[config.mk]
export PLATFORM = sky130hd
export DESIGN_NAME = byte_pack_stage_flat
export DESIGN_NICKNAME = d
export VERILOG_FILES = /design/src/rtl/byte_pack_stage_if.sv /design/src/rtl/byte_pack_stage.sv /design/src/flat_wrapper.sv
export SDC_FILE = /design/constraint.sdc
export NUM_CORES = 1
export LEC_CHECK = 0
export ABC_AREA = 1
export ABC_CLOCK_PERIOD_IN_PS = 2700
export CAP_MARGIN = 20
export CORE_UTILIZATION = 56
export DETAILED_ROUTE_END_ITERATION = 6
export GPL_TIMING_DRIVEN = 0
export PLACE_DENSITY_LB_ADDON = 0.12
export SYNTH_ARGS = -nofsm -noshare
export SYNTH_HDL_FRONTEND = slang
export SYNTH_SLANG_ARGS = --single-unit
export TNS_END_PERCENT = 1
[constraint.sdc]
create_clock -name clk -period 2.7 [get_ports clk]
set_input_delay 0.27 -clock clk [delete_from_list [all_inputs] [get_ports clk]]
set_output_delay 0.27 -clock clk [all_outputs]
set_load 0.02 [all_outputs]
[src/rtl/byte_pack_stage_if.sv]
// Handshake bundle for byte_pack_stage: narrow input stream in, packed word stream out.
// No logic of its own; pure wiring between producer, packer and consumer.
// Optional out_parity member exists only when PACK_PARITY_EN is defined.
interface byte_pack_stage_if #(
   parameter int WIDTH = 8,
   parameter int LANES = 4
);
   localparam int LW = $clog2(LANES + 1);

   logic [WIDTH-1:0]       in_data;
   logic                   in_valid;
   logic                   in_last;
   logic                   in_ready;
   logic [WIDTH*LANES-1:0] out_data;
   logic [LW-1:0]          out_lanes;
   logic                   out_valid;
   logic                   out_ready;
   logic [15:0]            out_words;
`ifdef PACK_PARITY_EN
   logic [LANES-1:0]       out_parity;
`endif

   // producer/consumer side (testbench or surrounding logic)
   modport master (
      output in_data, in_valid, in_last, out_ready,
      input  in_ready, out_data, out_lanes, out_valid, out_words
`ifdef PACK_PARITY_EN
      , input out_parity
`endif
   );

   // packer side
   modport slave (
      input  in_data, in_valid, in_last, out_ready,
      output in_ready, out_data, out_lanes, out_valid, out_words
`ifdef PACK_PARITY_EN
      , output out_parity
`endif
   );
endinterface

[src/rtl/byte_pack_stage.sv]
// Packs LANES consecutive WIDTH-bit words into one wide word (lane 0 in LSBs); in_last flushes early.
// Latency: word completed at edge N is visible on out_data/out_valid in cycle N+1; full rate with out_ready high.
// Backpressure: single output slot; in_ready = !out_valid || out_ready, fill state frozen while held. Option: PACK_PARITY_EN.
module byte_pack_stage #(
   parameter int WIDTH = 8,
   parameter int LANES = 4   // must be >= 2
) (
   input  logic             clk,
   input  logic             reset,
   byte_pack_stage_if.slave bus
);
   localparam int IW = $clog2(LANES);
   localparam int LW = $clog2(LANES + 1);
   localparam int DW = WIDTH * LANES;

   logic [DW-1:0] fill;
   logic [DW-1:0] merged;
   logic [IW-1:0] idx;
   logic [DW-1:0] data_q;
   logic [LW-1:0] lanes_q;
   logic          valid_q;
   logic [15:0]   words_q;
   logic          ready;
   logic          accept;
   logic          complete;
   logic          xfer;

   assign ready    = !valid_q || bus.out_ready;
   assign accept   = bus.in_valid && ready;
   assign complete = accept && ((idx == IW'(LANES - 1)) || bus.in_last);
   assign xfer     = valid_q && bus.out_ready;

   // fill register with the incoming word dropped into lane idx; lanes above idx are already zero
   always_comb begin
      merged = fill;
      for (int i = 0; i < LANES; i++) begin
         if (idx == IW'(i)) begin
            merged[i*WIDTH +: WIDTH] = bus.in_data;
         end
      end
   end

   // lane fill, output slot load/clear and transfer counter
   always_ff @(posedge clk) begin
      if (reset) begin
         fill    <= '0;
         idx     <= '0;
         data_q  <= '0;
         lanes_q <= '0;
         valid_q <= 1'b0;
         words_q <= '0;
      end else begin
         if (complete) begin
            data_q  <= merged;
            lanes_q <= LW'(idx) + LW'(1);
            valid_q <= 1'b1;
            idx     <= '0;
            fill    <= '0;
         end else begin
            if (accept) begin
               fill <= merged;
               idx  <= idx + IW'(1);
            end
            if (xfer) begin
               valid_q <= 1'b0;
            end
         end
         if (xfer) begin
            words_q <= words_q + 16'd1;
         end
      end
   end

`ifdef PACK_PARITY_EN
   logic [LANES-1:0] par_next;
   logic [LANES-1:0] par_q;

   // per-lane parity of the word about to be loaded
   always_comb begin
      par_next = '0;
      for (int i = 0; i < LANES; i++) begin
         par_next[i] = ^merged[i*WIDTH +: WIDTH];
      end
   end

   // parity is loaded on the same edge as out_data so it holds with it under backpressure
   always_ff @(posedge clk) begin
      if (reset) begin
         par_q <= '0;
      end else if (complete) begin
         par_q <= par_next;
      end
   end

   assign bus.out_parity = par_q;
`endif

   assign bus.in_ready  = ready;
   assign bus.out_data  = data_q;
   assign bus.out_lanes = lanes_q;
   assign bus.out_valid = valid_q;
   assign bus.out_words = words_q;
endmodule

[src/flat_wrapper.sv]
// flat-port wrapper written by rule: the top's interface ports become plain ports
module byte_pack_stage_flat 
#(
   parameter int WIDTH = 8,
   parameter int LANES = 4                  
)
  (clk, reset, bus_in_data, bus_in_valid, bus_in_last, bus_out_ready, bus_in_ready, bus_out_data, bus_out_lanes, bus_out_valid, bus_out_words);
  byte_pack_stage_if #(.WIDTH(WIDTH), .LANES(LANES)) bus_i ();
  input  logic clk;
  input  logic reset;
  input wire logic [$bits(bus_i.in_data)-1:0] bus_in_data;
  input wire logic [$bits(bus_i.in_valid)-1:0] bus_in_valid;
  input wire logic [$bits(bus_i.in_last)-1:0] bus_in_last;
  input wire logic [$bits(bus_i.out_ready)-1:0] bus_out_ready;
  output wire logic [$bits(bus_i.in_ready)-1:0] bus_in_ready;
  output wire logic [$bits(bus_i.out_data)-1:0] bus_out_data;
  output wire logic [$bits(bus_i.out_lanes)-1:0] bus_out_lanes;
  output wire logic [$bits(bus_i.out_valid)-1:0] bus_out_valid;
  output wire logic [$bits(bus_i.out_words)-1:0] bus_out_words;
  assign bus_i.in_data = bus_in_data;
  assign bus_i.in_valid = bus_in_valid;
  assign bus_i.in_last = bus_in_last;
  assign bus_i.out_ready = bus_out_ready;
  assign bus_in_ready = bus_i.in_ready;
  assign bus_out_data = bus_i.out_data;
  assign bus_out_lanes = bus_i.out_lanes;
  assign bus_out_valid = bus_i.out_valid;
  assign bus_out_words = bus_i.out_words;
  byte_pack_stage #(.WIDTH(WIDTH), .LANES(LANES)) u_core (.clk(clk), .reset(reset), .bus(bus_i));
endmodule
* Yosys cells after proc, flatten, opt, wreduce, memory -nomap -nowiden
Cells that the tools add are included.
** Word-level totals
- Flip-flop bits (word level) :: 86
- Input bits :: 13
- Output and inout bits :: 53
** Cells by class
- $add $sub $neg :: 3
- Equality and inequality tests :: 3
- Multiplexer cells :: 6
- Reductions and logical operators :: 9
** Operator list (number)
- $mux W8 :: 4
- $add A16 B1 Y16 const B :: 1
- $eq A2 B2 Y1 const B :: 2
- $add A2 B1 Y3 const B :: 1
- $logic_and A1 B1 Y1 :: 3
- $add A2 B1 Y2 const B :: 1
- $eq A2 B1 Y1 const B :: 1
- $logic_not A2 Y1 :: 1
- $logic_or A1 B1 Y1 :: 2
- $mux W1 :: 2
- $reduce_bool A2 Y1 :: 1
- $reduce_or A2 Y1 :: 1
- $logic_not A1 Y1 :: 1

* Logic depth before layout (Yosys ltp)
- Depth after elaboration :: 5
- Depth in mapped cells :: 9

* Worst setup path after synthesis
No wires, ideal clock.
- Path kind :: reg-to-reg
- Start :: register u_core.words_q[1], in the netlist u_core.bus.out_words[1]
- End :: register u_core.words_q[12], in the netlist u_core.bus.out_words[12]
- Arrival :: 1282 ps
- Slack :: 1304 ps
- Stages on the path, launching flop included :: 7
- Buffers on the path :: 0
- Clock period less this slack :: 1396 ps
- Cell sequence :: dfxtp_1 -> ha_1 -> nand3_1 -> nor3_2 -> nand3_1 -> nor2_1 -> nor2_1
** Between the ends
- Longest elaborated chain between the ends :: 1
** Ends and longest elaborated chain
- start: declaration :: line byte_pack_stage.sv:22 : logic [15:0] words_q;
- start signal: assignment :: line byte_pack_stage.sv:69 : words_q <= words_q + 16'd1;
- $add A16 B1 Y16 :: line byte_pack_stage.sv:69
Every way passes these cells.
A chain may end at the register's enable or synchronous reset.

* Worst setup path in the final report
- Start :: input bus_out_ready
- End :: output bus_in_ready
** Between the ends
- Longest elaborated chain between the ends :: 1
** Ends and longest elaborated chain
- start: declaration :: line flat_wrapper.sv:14 : input wire logic [$bits(bus_i.out_ready)-1:0] bus_out_ready;
- $logic_or A1 B1 Y1 :: line byte_pack_stage.sv:28 : assign ready = !valid_q || bus.out_ready;
- end: declaration :: line flat_wrapper.sv:15 : output wire logic [$bits(bus_i.in_ready)-1:0] bus_in_ready;
Every way passes these cells.

==> results.py <==
metrics = {
    "worst_setup_path": {
        "crit_family": "buffers and inverters",
        "slowest_delay_ns": 0.61,
        "crit_fanout": 3,
        "cp.arrival_ns": 1.49,
        "worst-path-buf-inv": 3,
        "cp-end-kind": "output pin",
        "crit_path_frequent_cell": "clkdlybuf4s50_1",
        "crit_required_ns": 2.43,
        "critPathLaunchType": "input port",
        "worstPathCellList": "clkdlybuf4s50_1, inv_1, nand2_2, clkdlybuf4s50_1",
        "crit_slowest_cell": "clkdlybuf4s50_1",
        "crit_type": "input port to output pin",
    },
    "logic_synthesis": {
        "avgSynthCellArea_um2": 7.82,
        "synth_edf_count": 0,
        "yosysTopAreaCell": "dfxtp_1",
        "yosysSeqAreaShare_pct": 46.8,
        "ys_types": 24,
        "syn-cell-area_um2": 3680,
        "postSynthNetCount": 489,
        "yosysTopAreaCellShare_pct": 46.8,
        "syn-instance-count": 471,
        "ys_warn_count": 0,
        "synthTopCellsByCount": "nand2_1 (125), dfxtp_1 (86), a21oi_1 (34)",
        "async_reset_ff_share_pct": 0,
        "synth.most_common_cell": "nand2_1",
        "yosys_most_used_dff": "dfxtp_1",
        "synth_seq_cells": 86,
        "yosys-top-cells-area": "dfxtp_1 (47%), nand2_1 (13%), a21oi_2 (7.1%), a21oi_1 (4.6%), o211ai_1 (4.5%)",
    },
    "detailed_routing": {
        "vias": 3381,
        "ant_nets": 0,
        "avgRoutedWirePerCell_um": 14.2,
        "via_per_inst": 5.38,
        "drtPass1Iterations": 4,
        "drt-initial-drc-count": 204,
        "wl_um": 8940,
        "drc": 0,
    },
    "place": {
        "gp_congestion": 0.810,
        "hpwl_um": 6330,
        "io_buffers": 65,
        "dp_cells": 613,
    },
    "floorplan": {
        "die_x_um": 83.1,
        "core_area_um2": 6350,
        "fp.dieArea_um2": 6900,
        "io_pins": 66,
        "dieHeight_um": 83.1,
        "initial_core_util_pct": 58.0,
        "num_rows": 29,
    },
    "timing": {
        "finalCritPeriodShare_pct": 65.2,
        "skew_ns": 0.00998,
        "finalCriticalPeriod_ns": 1.76,
        "timing.fmax_mhz": 568,
        "tns_ns": 0,
        "drv_slew": 0,
        "worst_pin_slew_ns": 0.564,
        "hold_viol": 0,
        "rsz0062_at_grt": "no",
        "finalSetupViolCount": 0,
        "timing.hold.ws_ns": 0.466,
        "slew_headroom_pct": 62.4,
    },
    "clocking": {
        "tritoncts": "built",
        "cts_max_path_buffers": 2,
        "htreeDepth": 3,
        "post_cts_resized": 0,
        "cts_setup_buffers": 0,
        "cts-root-buf": "clkbuf_8",
        "cts_sinks": 86,
        "cts-buffers-inserted": 9,
        "clkLatencyLatePin_ns": 0.36,
        "cts-hold-fix-buffers": 0,
        "path_clk_slew_ns": 0.08,
    },
    "power": {
        "p_leak_uw": 0.00165,
        "power_uw": 2550,
        "p_per_area_nw_per_um2": 551,
        "ir_drop_mv": 0.441,
    },
    "cells_and_area": {
        "final_util_pct": 72.9,
        "n_fill_cell": 500,
        "fin_cells": 629,
        "areaGrowthSynthToFinish_pct": 25.8,
        "drive_gt1_share_pct": 12.1,
        "diodes": 0,
        "final_nets": 565,
    },
    "grt": {
        "overflow": 0,
        "grt_pass1_wl_um": 15000,
        "track_usage_pct": 27.0,
        "first_global_vias": 3179,
        "antenna_found_initial": 0,
        "grt_max_degree": 14,
    },
    "status": {
        "outcome": "completed",
    },
    "flow_run": {
        "cap_viol_max_count": 0,
    },
    "min_path": {
        "min_path_type": "register to register",
    },
}
## cell usage in the layout, fill, tap and decap left out, types with 7 or more instances in the layout
master | synthesis | routed
nand3_1 | 31 | 31
buf_2 | 7 | 7
clkbuf_1 | 10 | 12
a21oi_2 | 30 | 30
o21ai_0 | 33 | 33
clkbuf_8 | 0 | 11
clkdlybuf4s50_1 | 0 | 65
nor2_1 | 32 | 32
inv_1 | 33 | 33
buf_6 | 7 | 7
a21oi_1 | 34 | 34
dfxtp_1 | 86 | 86
o211ai_1 | 22 | 22
nand2_1 | 125 | 125
## registers in the layout, summed over array words and instances (netlist names)
name                  count
u_core.idx                2
u_core.bus.out_words     16
u_core.bus.out_lanes      3
u_core.bus.out_data      32
u_core.bus.out_valid      1
u_core.fill              32
## cell type report
cell class,count,area [µm²],share of cell area (%)
flip-flops and latches,86,1720,37.2
multi-input cells,323,1650,35.7
repair buffers,65,651,14.1
plain buffers,28,178,3.84
clock buffers,13,159,3.43
inverters,34,130,2.81
well taps,77,96.3,2.08
clock inverters,3,42.5,0.919
## stage by stage
stage                     instance area [µm²]  setup slack [ns]
after detailed placement                 4430             0.785
after global placement                   4430             0.851
after floorplan                          3680              1.30
after CTS                                4630             0.933
after global routing                     4630             0.828
final                                    4630             0.940
## where the power goes
part	internal (µW)	switching (µW)
sequential	1300	20.5
clock	478	450
combinational	113	188
## final timing paths
path / start / end / cells past startpoint / slack (ns)
max: bus_out_ready / bus_in_ready / 4 / 0.94
min: u_core.bus.out_data[17] / u_core.bus.out_data[17] / 2 / 0.47
max reg2reg: u_core.idx[0] / u_core.bus.out_data[18] / 6 / 0.99
min reg2reg: u_core.bus.out_data[17] / u_core.bus.out_data[17] / 2 / 0.47
## worst register-to-register path, cell delays in order (launching register included)
cell	delay (ns)
dfxtp_1	0.35
ha_1	0.27
inv_1	0.14
nand2_1	0.10
nand2_1	0.17
clkbuf_1	0.38
o21ai_0	0.18
## per-layer routing
| layer | track usage [%] | vias up | share of wire, % |
|---|---|---|---|
| met1 | 35.7 | 1579 | 46 |
| li1 | - | 1711 | - |
| met5 | 0 | - | 0 |
| met2 | 44.2 | 80 | 48 |
| met3 | 4.87 | 11 | 4.6 |
| met4 | 9.87 | 0 | 1.4 |
## cell families (layout without fill, tap and decap cells)
family,Yosys count,count (layout),synth area share (%)
compound gates,121,121,21.1
fa+ha+maj,5,5,1.70
buf+inv,62,143,8.36
flops,86,86,46.8
simple gates,197,197,22.1
Power figures use the tool's default switching activity.
